[config.mk]
export PLATFORM = sky130hd
export DESIGN_NAME = ps2_key_cmd
export DESIGN_NICKNAME = d
export VERILOG_FILES = /design/src/rtl/ps2_key_cmd.sv
export SDC_FILE = /design/constraint.sdc
export NUM_CORES = 1
export LEC_CHECK = 0
export CORE_MARGIN = 2
export CORE_UTILIZATION = 54
export DETAILED_ROUTE_END_ITERATION = 16
export GPL_ROUTABILITY_DRIVEN = 1
export PLACE_DENSITY = 0.79
export RECOVER_POWER = 25
export SLEW_MARGIN = 0
export SYNTH_ARGS = -nofsm -noshare
export SYNTH_HDL_FRONTEND = slang
export SYNTH_SLANG_ARGS = --single-unit
[constraint.sdc]
create_clock -name i_clk -period 7.03 [get_ports i_clk]
set_input_delay 1.406 -clock i_clk [delete_from_list [all_inputs] [get_ports i_clk]]
set_output_delay 1.406 -clock i_clk [all_outputs]
set_load 0.02 [all_outputs]
[src/rtl/ps2_key_cmd.sv]
// ps2_key_cmd: turns PS/2 scan-code events into queued maze-game commands.
// A two-stage pipeline registers the receiver strobe and code, then decodes the
// key, updates the key-held bitmap and writes the command FIFO that the CPU pops.
module ps2_key_cmd #(
    parameter int DEPTH     = 8,
    parameter int AW        = 3,
    parameter bit REPEAT_EN = 1'b0
) (
    input  logic          i_clk,
    input  logic          i_rst,
    input  logic [9:0]    i_ps2_code,
    input  logic          i_ps2_ready_n,
    input  logic          i_cmd_pop,
    output logic [2:0]    o_cmd_data,
    output logic          o_cmd_valid,
    output logic [AW:0]   o_cmd_count,
    output logic [9:0]    o_key_held,
    output logic          o_overflow,
    input  logic          i_ovf_clr
);

    // Game command encoding; CMD_RSVD is never produced by the decoder.
    typedef enum logic [2:0] {
        CMD_NONE  = 3'd0,
        CMD_UP    = 3'd1,
        CMD_DOWN  = 3'd2,
        CMD_LEFT  = 3'd3,
        CMD_RIGHT = 3'd4,
        CMD_ENTER = 3'd5,
        CMD_ESC   = 3'd6,
        CMD_RSVD  = 3'd7
    } cmd_t;

    localparam logic [AW:0]   FULL_CNT = (AW+1)'(DEPTH);
    localparam logic [AW:0]   CNT_ONE  = (AW+1)'(1);
    localparam logic [AW-1:0] PTR_ONE  = AW'(1);

    // Stage 1 state: registered strobe (for edge detect) and captured event.
    logic          r_rdy_q;
    logic          r_vld_q;
    logic [9:0]    r_code_q;

    // Stage 2 / FIFO state.
    logic [2:0]    r_mem [DEPTH];
    logic [AW-1:0] r_wr_ptr;
    logic [AW-1:0] r_rd_ptr;
    logic [AW:0]   r_count;
    logic [9:0]    r_key_held;
    logic          r_overflow;

    // Decode and FIFO control nets.
    logic          w_new;
    logic          w_hit;
    logic [9:0]    w_mask;
    cmd_t          w_cmd;
    logic          w_is_break;
    logic          w_was_held;
    logic          w_push;
    logic          w_nonempty;
    logic          w_full;
    logic          w_pop_eff;
    logic          w_wr;
    logic          w_drop;

    // A falling edge of the receiver strobe is one event, however long it stays low.
    assign w_new = r_rdy_q & ~i_ps2_ready_n;

    // Stage 1: register the strobe level and capture the code for one cycle of work.
    always_ff @(posedge i_clk) begin
        if (i_rst) begin
            r_rdy_q  <= 1'b1;
            r_vld_q  <= 1'b0;
            r_code_q <= '0;
        end else begin
            r_rdy_q <= i_ps2_ready_n;
            r_vld_q <= w_new;
            if (w_new) begin
                r_code_q <= i_ps2_code;
            end
        end
    end

    // Key map lookup: expand flag and scan byte must both match; break bit is ignored here.
    always_comb begin
        w_hit  = 1'b0;
        w_mask = '0;
        w_cmd  = CMD_NONE;
        case ({r_code_q[9], r_code_q[7:0]})
            9'h175: begin w_hit = 1'b1; w_mask = 10'b00_0000_0001; w_cmd = CMD_UP;    end
            9'h172: begin w_hit = 1'b1; w_mask = 10'b00_0000_0010; w_cmd = CMD_DOWN;  end
            9'h16B: begin w_hit = 1'b1; w_mask = 10'b00_0000_0100; w_cmd = CMD_LEFT;  end
            9'h174: begin w_hit = 1'b1; w_mask = 10'b00_0000_1000; w_cmd = CMD_RIGHT; end
            9'h01D: begin w_hit = 1'b1; w_mask = 10'b00_0001_0000; w_cmd = CMD_UP;    end
            9'h01B: begin w_hit = 1'b1; w_mask = 10'b00_0010_0000; w_cmd = CMD_DOWN;  end
            9'h01C: begin w_hit = 1'b1; w_mask = 10'b00_0100_0000; w_cmd = CMD_LEFT;  end
            9'h023: begin w_hit = 1'b1; w_mask = 10'b00_1000_0000; w_cmd = CMD_RIGHT; end
            9'h05A: begin w_hit = 1'b1; w_mask = 10'b01_0000_0000; w_cmd = CMD_ENTER; end
            9'h076: begin w_hit = 1'b1; w_mask = 10'b10_0000_0000; w_cmd = CMD_ESC;   end
            default: begin
                w_hit  = 1'b0;
                w_mask = '0;
                w_cmd  = CMD_NONE;
            end
        endcase
    end

    assign w_is_break = r_code_q[8];
    assign w_was_held = |(r_key_held & w_mask);

    // Only the first make of a held key pushes, unless typematic repeats are wanted.
    assign w_push = r_vld_q & w_hit & ~w_is_break & (~w_was_held | REPEAT_EN);

    assign w_nonempty = (r_count != '0);
    assign w_full     = (r_count == FULL_CNT);
    // A pop against an empty FIFO is ignored, so a same-cycle push on empty is push-only.
    assign w_pop_eff  = i_cmd_pop & w_nonempty;
    // When full, a push only lands if the head is leaving in the same cycle.
    assign w_wr       = w_push & (~w_full | w_pop_eff);
    assign w_drop     = w_push & w_full & ~w_pop_eff;

    // Key-held bitmap follows every mapped make/break, even when the command is dropped.
    always_ff @(posedge i_clk) begin
        if (i_rst) begin
            r_key_held <= '0;
        end else if (r_vld_q && w_hit) begin
            if (w_is_break) begin
                r_key_held <= r_key_held & ~w_mask;
            end else begin
                r_key_held <= r_key_held | w_mask;
            end
        end
    end

    // FIFO storage; contents need no reset because the head is masked while empty.
    always_ff @(posedge i_clk) begin
        if (!i_rst && w_wr) begin
            r_mem[r_wr_ptr] <= w_cmd;
        end
    end

    // FIFO pointers and occupancy; pointers wrap naturally since DEPTH is a power of two.
    always_ff @(posedge i_clk) begin
        if (i_rst) begin
            r_wr_ptr <= '0;
            r_rd_ptr <= '0;
            r_count  <= '0;
        end else begin
            if (w_wr) begin
                r_wr_ptr <= r_wr_ptr + PTR_ONE;
            end
            if (w_pop_eff) begin
                r_rd_ptr <= r_rd_ptr + PTR_ONE;
            end
            case ({w_wr, w_pop_eff})
                2'b10:   r_count <= r_count + CNT_ONE;
                2'b01:   r_count <= r_count - CNT_ONE;
                default: r_count <= r_count;
            endcase
        end
    end

    // Sticky overflow; a drop in the same cycle as a clear keeps the flag set.
    always_ff @(posedge i_clk) begin
        if (i_rst) begin
            r_overflow <= 1'b0;
        end else if (w_drop) begin
            r_overflow <= 1'b1;
        end else if (i_ovf_clr) begin
            r_overflow <= 1'b0;
        end
    end

    assign o_cmd_data  = w_nonempty ? r_mem[r_rd_ptr] : 3'd0;
    assign o_cmd_valid = w_nonempty;
    assign o_cmd_count = r_count;
    assign o_key_held  = r_key_held;
    assign o_overflow  = r_overflow;

endmodule

Yosys cells after proc, flatten, opt, wreduce, memory -nomap -nowiden

Memories as Yosys holds them, arrays and structs flattened. A register that Yosys moved wholly into a read port is not among the register bits.
Index checks and enable logic that the tools add are counted.

Muxes and demuxes: 12
Add/sub/neg operators: 4
Reductions and logical operators: 12
Equality and inequality tests: 13
Bitwise logic cells: 18

Operator list:

| cell                | count |
|---|---|
| $pmux 10 s10        | 1 |
| $eq 9x9->1 const B  | 4 |
| $eq 9x5->1 const B  | 3 |
| $and 10x10->10      | 2 |
| $reduce_or 10->1    | 2 |
| $eq 9x7->1 const B  | 2 |
| $pmux 3 s6          | 1 |
| $mux 10             | 1 |
| $not 10->10         | 1 |
| $or 10x10->10       | 1 |
| $eq 9x6->1 const B  | 1 |
| $mux 3              | 3 |
| $and 1x1->1         | 8 |
| $pmux 4 s2          | 1 |
| $reduce_or 2->1     | 4 |
| $add 3x1->3 const B | 2 |
| $mux 1              | 5 |
| $not 1->1           | 5 |
| $add 4x1->4 const B | 1 |
| $eq 4x4->1 const B  | 1 |
| $reduce_bool 2->1   | 2 |
| $reduce_bool 4->1   | 1 |
| $sub 4x1->4 const B | 1 |
| $eq 2x1->1 const B  | 1 |
| other kinds (4)     | 5 |

Output and inout port bits: 19
Bits in writable memories: 24
Memories kept: 1
Flip-flop bits (word level): 33
Input port bits: 15
Logic and storage cells: 68

Memory list:

| memory | depth | bits a word | rd ports | clocked after Yosys merged registers in | wr ports | line | text |
|---|---|---|---|---|---|---|---|
| r_mem  | 8     | 3           | 1        | 1                                       | 1        | 44   | `logic [2:0] r_mem [DEPTH];` |

Depth between registers and ports, before layout

Gate-level depths: netlist (run 1).

Depth after elaboration: 10
Depth in mapped cells: 14
Mapped depth without buffers: 13

Worst setup path after synthesis (run 1)

Ideal clock, no wire load.

Path type: flip-flop to flip-flop
Start: reg r_code_q[2]
End: reg r_count[3] (netlist: o_cmd_count[3])
Path buffers: 0
Cell stages (with the launch flop): 14
Setup slack: 3.964 ns
Library setup time: 0.123 ns
Period minus slack after synthesis: 3.066 ns
Data arrival time: 2.943 ns
Required time: 6.907 ns
Path through: dfxtp_1 -> nor2b_1 -> and2_4 -> a221o_1 -> o41ai_4 -> nor2b_4 -> nand2b_1 -> inv_1 -> ha_1 -> a21o_1 -> a21oi_1 -> and3_1 -> mux2i_1 -> mux2_1

Word-level cells in the longest chain between the ends: 9
Elaborated cells on any way between the ends: 24
Those cells by class: eq/ne: 12; mux: 3; bitwise: 6; reduce/logical: 3

Ends and longest elaborated chain:

| element                                                 | line     | text |
|---|---|---|
| from (decl)                                             | 41       | `logic [9:0] r_code_q;` |
| from (signal assigned)                                  | 78       | `r_code_q <= i_ps2_code;` |
| $eq 9x7->1 (tied with other cells)                      | 88       | `case ({r_code_q[9], r_code_q[7:0]})` |
| $pmux 10 s10 / $reduce_or 10->1 (equally long branches) | n/a      |  |
| $and 10x10->10 / $mux 1 (equally long branches)         | 108, 88  |  |
| $reduce_or 10->1 / $and 1x1->1 (equally long branches)  | 108, 111 |  |
| $not 1->1 / $and 1x1->1 (equally long branches)         | 111      | `assign w_push = r_vld_q & w_hit & ~w_is_break & (~w_was_held \| REPEAT_EN);` |
| $and 1x1->1 *                                           | 111      |  |
| $and 1x1->1 *                                           | 118      | `assign w_wr = w_push & (~w_full \| w_pop_eff);` |
| $eq 2x1->1 / $eq 2x2->1 (equally long branches)         | 154      | `case ({w_wr, w_pop_eff})` |
| $pmux 4 s2 / $reduce_bool 2->1 (equally long branches)  | n/a      |  |
| to (signal assigned)                                    | 155      | `2'b10: r_count <= r_count + CNT_ONE;` |
| to (signal assigned)                                    | 156      | `2'b01: r_count <= r_count - CNT_ONE;` |
| to (signal assigned)                                    | 157      | `default: r_count <= r_count;` |
| to (decl)                                               | 47       | `logic [AW:0] r_count;` |

Mark *: on every way between the ends. The rest lies on a longest branch, timed or not.
A chain may end at the register's enable or synchronous reset.

Worst setup path after layout (run 1)

Start: reg r_count[3] (netlist: o_cmd_count[3])
End: out o_cmd_valid

Word-level cells in the longest chain between the ends: 1

Ends and longest elaborated chain:

| element           | line | text |
|---|---|---|
| $reduce_bool 4->1 | 113  | `assign w_nonempty = (r_count != '0);` |
| to (decl)         | 15   | `output logic o_cmd_valid,` |

No other way between the ends.

==> flow_summary.ini, run 1 <==
[outcome]
outcome = finished, violations left
violations = capacitance limit, slew limit

[critical_path]
path_cells = nor4_1 -> inv_1 -> clkdlybuf4s50_1
rr_endpoint = o_cmd_count[3]
cp_num_cells = 3
path_buf_inv = 2
cp-endpoint = o_cmd_valid
cp_max_fo = 6
r2r-start = r_code_q[0]
critPathLaunch = o_cmd_count[3]
max_stage_delay_ns = 0.95
slowest_stage = nor4_1
reg2reg_slack_ns = 3.47
crit_family = simple AND/OR/NAND/NOR gates
crit_required_ns = 5.62
critPathCaptureType = output pin
worstPathArrival_ns = 2.45
rr_worst_depth = 13
startpoint_type = flop
critical_path_class = flop to output pin

[yosys]
yosysWarnings = 0
synth_top_family_by_area = simple AND/OR/NAND/NOR gates
ys.flop_type = dfxtp_1
syn_area_per_cell_sq_um = 10.4
ys_ff_latch = 60
async_flop_share_pct = 0
synth-edff-count = 24
synth_cells = 275
yosysSeqAreaShare_pct = 50.3
ys_types = 52
synth_nets = 295
synth_mux_area_share_pct = 9.47
synth_compound_gate_area_share_pct = 9.38
synthSimpleGateAreaFrac_pct = 24.3
synthXorXnorAreaFrac_pct = 1.22
syn-cell-area_sq_mm = 0.00287
synthAdderAreaFrac_pct = 2.44

[place]
gp_congestion = 0.922
place_ws_ns = 3.26
portBuffers = 33
place_inst = 368
dp_hpwl_mm = 3.88

[finish]
layout_commonest_cell = nor2_1
seqCellArea_sq_mm = 0.00144
final_cell_mix = 37 x nor2_1, 36 x dfxtp_1, 33 x clkdlybuf4s50_1
fin_nets = 329
multi_input_area_sq_mm = 0.00134
final_core_util_pct = 67.9
instances_no_fill = 384
drive_gt1_share_pct = 9.87
antenna_cells = 0
area_growth_syn_to_layout_pct = 21.0
fillers = 412

[hold_path]
whs_path_depth = 2
holdCritPathClass = flop to flop

[routing]
viasPerCell = 5.54
drt_iter0_markers = 135
wl_per_cell_um = 14.1
drt-total-wl_mm = 5.40
drc = 0
dr.pass1.iters = 4
antenna_left = 0
vias = 2127

[global_routing]
grt_overflow = 0
grt_pass1_vias = 1986
grt_max_degree = 40
grt_antenna_before_repair = 0
grt.total_usage_pct = 19.9
grt_first_pass_wirelength_mm = 9.25

[sta]
fmax_mhz = 259
slew_headroom_pct = -8.51
slew_violations = 40
setup_viol = 0
setup-tns-final_ns = 0
fin_crit_sh_pct = 54.9
worst_pin_slew_ns = 1.63
layout_min_cycle_time_ns = 3.86
hold_violations = 0
rsz0062_at_grt = false
holdWs_ns = 0.449
finalWorstSetupSlack_ns = 3.17
fin_worst_skew_ns = 0.00582

[power]
p_switching_mw = 0.187
ir_drop_uv = 169
clkPwrFrac_pct = 42.7
intPower_mw = 0.630
seq_power_share_pct = 46.8
leakagePower_nw = 1.20
power_density_mw_per_mm2 = 235
p_comb_share_pct = 10.4
switching_share_pct = 22.9

[cts]
ctsResizeCount = 0
cts_max_level = 3
root_buffer = clkbuf_8
cts_sinks = 60
holdBufCountCts = 0
cts_tree = yes
clkLatencyLatePin_ns = 0.33
cts_buffer_depth = 2
clkTransAtPathRegs_ns = 0.07
post_cts_buffers = 0
cts_made_buffers = 9

[floorplanning]
dieArea_sq_mm = 0.00591
row_count = 26
die_w_um = 76.9
core_area_sq_mm = 0.00511
initial_core_util_pct = 56.1
die_height_um = 76.9
io_pins = 34

[flow_run]
cap_viol_max_count = 1
[cells by family (layout without fill, tap and decap cells)]
family | after synthesis | after routing
XOR/XNOR | 4 | 4
AO/OA/AOI/OAI | 35 | 35
multiplexers | 19 | 19
flip-flops | 60 | 60
AND/OR/NAND/NOR | 131 | 131
buffers and inverters | 21 | 60
adder cells (fa/ha/maj) | 5 | 5
[worst min path at each step]
stage                     startpoint  endpoint  slack, ns
after global placement       r_rdy_q   r_vld_q       0.44
after detailed placement     r_rdy_q   r_vld_q       0.44
after CTS                    r_rdy_q   r_vld_q       0.45
after floorplan              r_rdy_q   r_vld_q       0.43
after global routing         r_rdy_q   r_vld_q       0.46
final                        r_rdy_q   r_vld_q       0.45
[metrics by stage]
stage | instance area, sq um | power [mW]
finish | 3470 | 0.817
detailed placement | 3250 | 0.475
global placement | 3250 | 0.473
CTS | 3470 | 0.822
floorplan | 2870 | 0.442
global route | 3470 | 0.845
[cell usage after synthesis, drive strengths merged (2+ instances only)]
master	instances	area, sq um
ha	4	50.1
and4	2	17.5
xnor2	2	17.5
nor4	5	31.3
nand2	31	116
a311oi	4	35.0
nor3	11	55.1
edfxtp	24	721
mux2	5	56.3
xor2	2	17.5
or3	2	12.5
nand2b	5	31.3
buf	2	12.5
nand3b	2	15.0
nand3	3	15.0
mux4	6	135
or2	3	18.8
o21a	2	15.0
and3	3	18.8
a21oi	19	95.1
nor2b	8	57.6
nor4b	3	26.3
inv	10	37.5
nand4b	2	17.5
dfxtp	36	721
and4b	2	20.0
clkbuf	9	33.8
mux2i	8	80.1
and2	2	15.0
nor2	37	139
nand4	4	25.0
[tightest hold or removal path, stage by stage, from the launching register on]
cell and delay [ns]:
dfxtp_1 0.31, inv_1 0.06, nor2_1 0.04
[power by group through the flow]
stage | Sequential [mW] | Clock [mW] | Combinational (mW)
2_1_floorplan | 0.383 | 0 | 0.0582
3_3_place_gp | 0.390 | 0 | 0.0834
3_5_place_dp | 0.390 | 0 | 0.0846
4_1_cts | 0.383 | 0.354 | 0.0852
5_1_grt | 0.384 | 0.368 | 0.0933
6_report | 0.382 | 0.349 | 0.0852
[area by class of cell]
type | count | share of cell area, %
inverter | 10 | 1.08
tap | 70 | 2.53
timing repair buffer | 34 | 9.63
clock inverter | 4 | 2.02
clock buffer | 12 | 4.51
multi-input combinational | 194 | 38.7
sequential | 60 | 41.6
[metal layers]
layer  track usage (%)  routed length [um]  vias to the layer above
met5                 0                   0                        -
met4              11.1                 107                        0
met3              3.65                 277                       10
met2              32.0                2640                       60
met1              25.3                2380                      994
li1                  -                   -                     1063
Power figures use the tool's default switching activity.
==> inputs of run 2 (changes only) <==
Settings changed: CORE_UTILIZATION 54 to 50, PLACE_DENSITY 0.79 to 0.76.
Clock period 7.03 ns to 3.1 ns, I/O delays scaled along.
==> flow_summary.ini, run 2 (synthesized netlist as in run 1, its figures left out) <==
[critical_path]
r2r-start = r_code_q[3]
reg2reg_slack_ns = 0.09
critPathCaptureType = flop
rr_endpoint = o_cmd_count[3]
cp-endpoint = o_cmd_count[3]
crit_required_ns = 3.33
rr_worst_depth = 13
startpoint_type = flop
worstPathArrival_ns = 3.24
critPathLaunch = r_code_q[3]
cp_max_fo = 7
critical_path_class = flop to flop

[sta]
finalWorstSetupSlack_ns = 0.0867
fin_crit_sh_pct = 97.2
slew_violations = 0
fmax_mhz = 332
worst_pin_slew_ns = 1.30
setup_viol = 0
slew_headroom_pct = 13.3
layout_min_cycle_time_ns = 3.01
hold_violations = 0
fin_worst_skew_ns = 0.00940

[cts]
cts_made_buffers = 9
root_buffer = clkbuf_8
cts_max_level = 3
clkTransAtPathRegs_ns = 0.07
holdBufCountCts = 0
cts_tree = yes
cts_sinks = 60
cts_buffer_depth = 2
clkLatencyLatePin_ns = 0.34

[routing]
drt-total-wl_mm = 6.03
dr.pass1.iters = 4
drt_iter0_markers = 144
wl_per_cell_um = 14.7
wl_met1_mm = 2.67
antenna_left = 0
viasPerCell = 5.52
drc = 0
met3WireLength_um = 199
top_layer = met4
vias = 2265
route.met2.wl_mm = 2.98

[power]
power_density_mw_per_mm2 = 498
leakagePower_nw = 1.32
ir_drop_uv = 280
power_mw = 1.86

[floorplanning]
initial_core_util_pct = 52.1
row_count = 27
die_height_um = 79.7
io_pins = 34
dieArea_sq_mm = 0.00635
die_w_um = 79.7
core_area_sq_mm = 0.00551

[hold_path]
whs_path_depth = 2
holdCritPathClass = flop to flop

[flow_run]
cap_viol_max_count = 0

[finish]
area_growth_syn_to_layout_pct = 30.3
instances_no_fill = 410
fin_area_sq_mm = 0.00373
layout_commonest_cell = nor2_1
antenna_cells = 0
final_cell_mix = 37 x nor2_1, 32 x clkdlybuf4s50_1, 31 x nand2_1
fin_nets = 353
fillers = 430
final_core_util_pct = 67.8
drive_gt1_share_pct = 21.0

[global_routing]
grt_antenna_before_repair = 0
grt_first_pass_wirelength_mm = 9.97
grt.total_usage_pct = 20.8
grt_overflow = 0
grt_max_degree = 31
grt_pass1_vias = 2141

[place]
dpl_cell_area_sq_mm = 0.00338
portBuffers = 33
place_inst = 387
gp_congestion = 0.906
dp_hpwl_mm = 4.26
place_ws_ns = -0.143

[outcome]
outcome = finished clean
-- run 2: layout make-up --
cell class              instances  area [sq um]  area share, %
multi-input cells             194          1420           38.0
repair buffers                 58           507           13.6
clock buffers                   9           124           3.32
well taps                      72          90.1           2.41
flip-flops and latches         60          1460           39.1
clock inverters                 7           100           2.68
inverters                      10          37.5           1.01
-- run 2: power breakdown --
group	leakage (nW)	internal, mW	switching (mW)	total [mW]
logic	0.738	0.112	0.104	0.216
registers	0.476	0.832	0.0346	0.867
clock network	0.102	0.456	0.322	0.778
-- run 2: worst min-delay path by stage --
stage | startpoint | to | slack (ns)
after floorplan | r_rdy_q | r_vld_q | 0.43
after global placement | r_rdy_q | r_vld_q | 0.44
after detailed placement | r_rdy_q | r_vld_q | 0.45
after CTS | r_rdy_q | r_vld_q | 0.46
after global routing | r_code_q[7] | r_code_q[7] | 0.50
final | r_rdy_q | r_vld_q | 0.46
-- run 2: timing repair --
item | 4_1_cts | 5_1_grt
buffers inserted | 1 | 6
endpoints found under the hold margin | 0 | 0
gates resized for setup | 6 | 17
gates cloned | 0 | 0
pin swaps | 1 | 8
endpoints found under the setup margin | 1 | 1
-- run 2: layer usage --
metal	vias to the layer above	global-route usage, %
li1	1113	-
met1	1080	26.1
met2	57	33.2
met3	15	3.39
met4	0	13.1
met5	-	0
-- run 2: critical path, stage by stage (launching register included) --
cell,delay [ns]
dfxtp_4,0.37
nand4b_1,0.18
nor2_1,0.12
a221o_1,0.41
o41ai_4,0.44
nor2b_4,0.08
nand2b_4,0.16
inv_2,0.07
ha_1,0.22
a21o_1,0.19
a21oi_2,0.13
and3_1,0.16
mux2i_1,0.07
mux2_1,0.31
-- run 2: stage by stage --
step / TNS [ns] / hold slack [ns]
6_report: 0 / 0.464
5_1_grt: -0.0450 / 0.497
4_1_cts: 0 / 0.463
3_5_place_dp: -0.143 / 0.450
3_3_place_gp: 0 / 0.440
2_1_floorplan: 0 / 0.429
==> inputs of run 3 (changes only) <==
Settings changed: CELL_PAD_IN_SITES_DETAIL_PLACEMENT set to 1, CELL_PAD_IN_SITES_GLOBAL_PLACEMENT set to 1, CORE_UTILIZATION 50 to 39, GPL_ROUTABILITY_DRIVEN 1 to not set.
==> flow_summary.ini, run 3 (synthesized netlist as in run 1, its figures left out) <==
[power]
clkPwrFrac_pct = 42.1
p_comb_share_pct = 12.0
switching_share_pct = 25.5
power_mw = 1.88
power_density_mw_per_mm2 = 506
ir_drop_uv = 246
intPower_mw = 1.40
seq_power_share_pct = 45.9
p_switching_mw = 0.479
leakagePower_nw = 1.32

[sta]
hold_violations = 0
rsz0062_at_grt = false
setup_viol = 0
fin_worst_skew_ns = 0.00946
slew_violations = 0
setup-tns-final_ns = 0
worst_pin_slew_ns = 1.25
finalWorstSetupSlack_ns = 0.128
slew_headroom_pct = 16.4
fmax_mhz = 336
fin_crit_sh_pct = 95.9
layout_min_cycle_time_ns = 2.97
holdWs_ns = 0.470

[place]
place_ws_ns = -0.0984
place_inst = 418
dp_hpwl_mm = 5.26
dpl_cell_area_sq_mm = 0.00344
gp_congestion = 0.870
portBuffers = 33

[global_routing]
grt_overflow = 0
grt_pass1_vias = 2365
grt.total_usage_pct = 18.1
grt_first_pass_wirelength_mm = 11.7
grt_antenna_before_repair = 0
grt_max_degree = 30

[finish]
seqCellArea_sq_mm = 0.00145
area_growth_syn_to_layout_pct = 29.8
fin_area_sq_mm = 0.00372
instances_no_fill = 436
final_core_util_pct = 51.9
antenna_cells = 0
layout_commonest_cell = nor2_1
drive_gt1_share_pct = 20.5
final_cell_mix = 37 x nor2_1, 32 x clkdlybuf4s50_1, 31 x nand2_1
fillers = 808
multi_input_area_sq_mm = 0.00139
fin_nets = 352

[floorplanning]
core_area_sq_mm = 0.00718
die_height_um = 89.7
row_count = 31
dieArea_sq_mm = 0.00805
die_w_um = 89.7
io_pins = 34
initial_core_util_pct = 39.9

[critical_path]
cp_max_fo = 8
rr_worst_depth = 13
rr_endpoint = o_cmd_count[3]
critPathCaptureType = flop
critical_path_class = flop to flop
startpoint_type = flop
worstPathArrival_ns = 3.20
reg2reg_slack_ns = 0.13
crit_required_ns = 3.33
r2r-start = r_code_q[1]

[cts]
cts_max_level = 3
cts_sinks = 60
cts_tree = yes
holdBufCountCts = 0
clkTransAtPathRegs_ns = 0.08
cts_buffer_depth = 2
clkLatencyLatePin_ns = 0.34
cts_made_buffers = 9
root_buffer = clkbuf_8

[hold_path]
whs_endpoint = r_code_q[7]
whs_path_depth = 2
min_from = r_code_q[7]
holdCritPathClass = flop to flop

[routing]
dr.pass1.iters = 6
vias = 2278
drc = 0
drt_iter0_markers = 67
drt-total-wl_mm = 7.07
viasPerCell = 5.22
antenna_left = 0
wl_per_cell_um = 16.2

[outcome]
outcome = finished clean

[flow_run]
cap_viol_max_count = 0
## run 3: critical path, stage by stage (launching register included)
cell	delay [ns]
dfxtp_2	0.36
nor2b_1	0.17
and4_1	0.22
a22o_1	0.28
a2111oi_4	0.30
nor2b_4	0.20
nand2b_4	0.13
inv_2	0.04
ha_1	0.26
a21o_1	0.19
a21oi_2	0.15
and3_1	0.17
mux2i_1	0.07
mux2_1	0.31
## run 3: how the worst max path moves through the flow
stage,start,to,cells after the start
CTS,r_code_q[2],o_cmd_count[3],14
global placement,r_code_q[2],o_cmd_count[3],13
detailed placement,r_code_q[2],o_cmd_count[3],13
floorplan,r_code_q[2],o_cmd_count[3],13
finish,r_code_q[1],o_cmd_count[3],13
global route,r_code_q[1],o_cmd_count[3],13
## run 3: final cells by class
type | instances | share of cell area (%)
clock buffer | 9 | 3.33
clock inverter | 7 | 2.69
inverter | 10 | 1.01
multi-input combinational | 194 | 37.2
sequential | 60 | 39.0
tap | 99 | 3.33
timing repair buffer | 57 | 13.4
## run 3: layer usage
metal	vias to the layer above	share of wire [%]	track usage, %	routed length, um
met5	-	0	0	0
met4	0	1.4	7.05	96
met3	8	2.6	3.19	186
met2	39	50	30.9	3540
met1	1120	46	23.0	3250
li1	1111	-	-	-
## run 3: what timing repair did
| item | in CTS | in global routing |
|---|---|---|
| setup buffers | 0 | 2 |
| endpoints found under the setup margin | 1 | 1 |
| gates resized for setup | 8 | 9 |
| pin swaps | 3 | 1 |
## run 3: power by group through the flow
| stage | combinational (mW) | sequential, mW | clock [mW] |
|---|---|---|---|
| after detailed placement | 0.222 | 0.882 | 0 |
| after CTS | 0.225 | 0.865 | 0.806 |
| after global placement | 0.217 | 0.879 | 0 |
| after global routing | 0.246 | 0.870 | 0.846 |
| after floorplan | 0.132 | 0.869 | 0 |
| final | 0.226 | 0.865 | 0.793 |
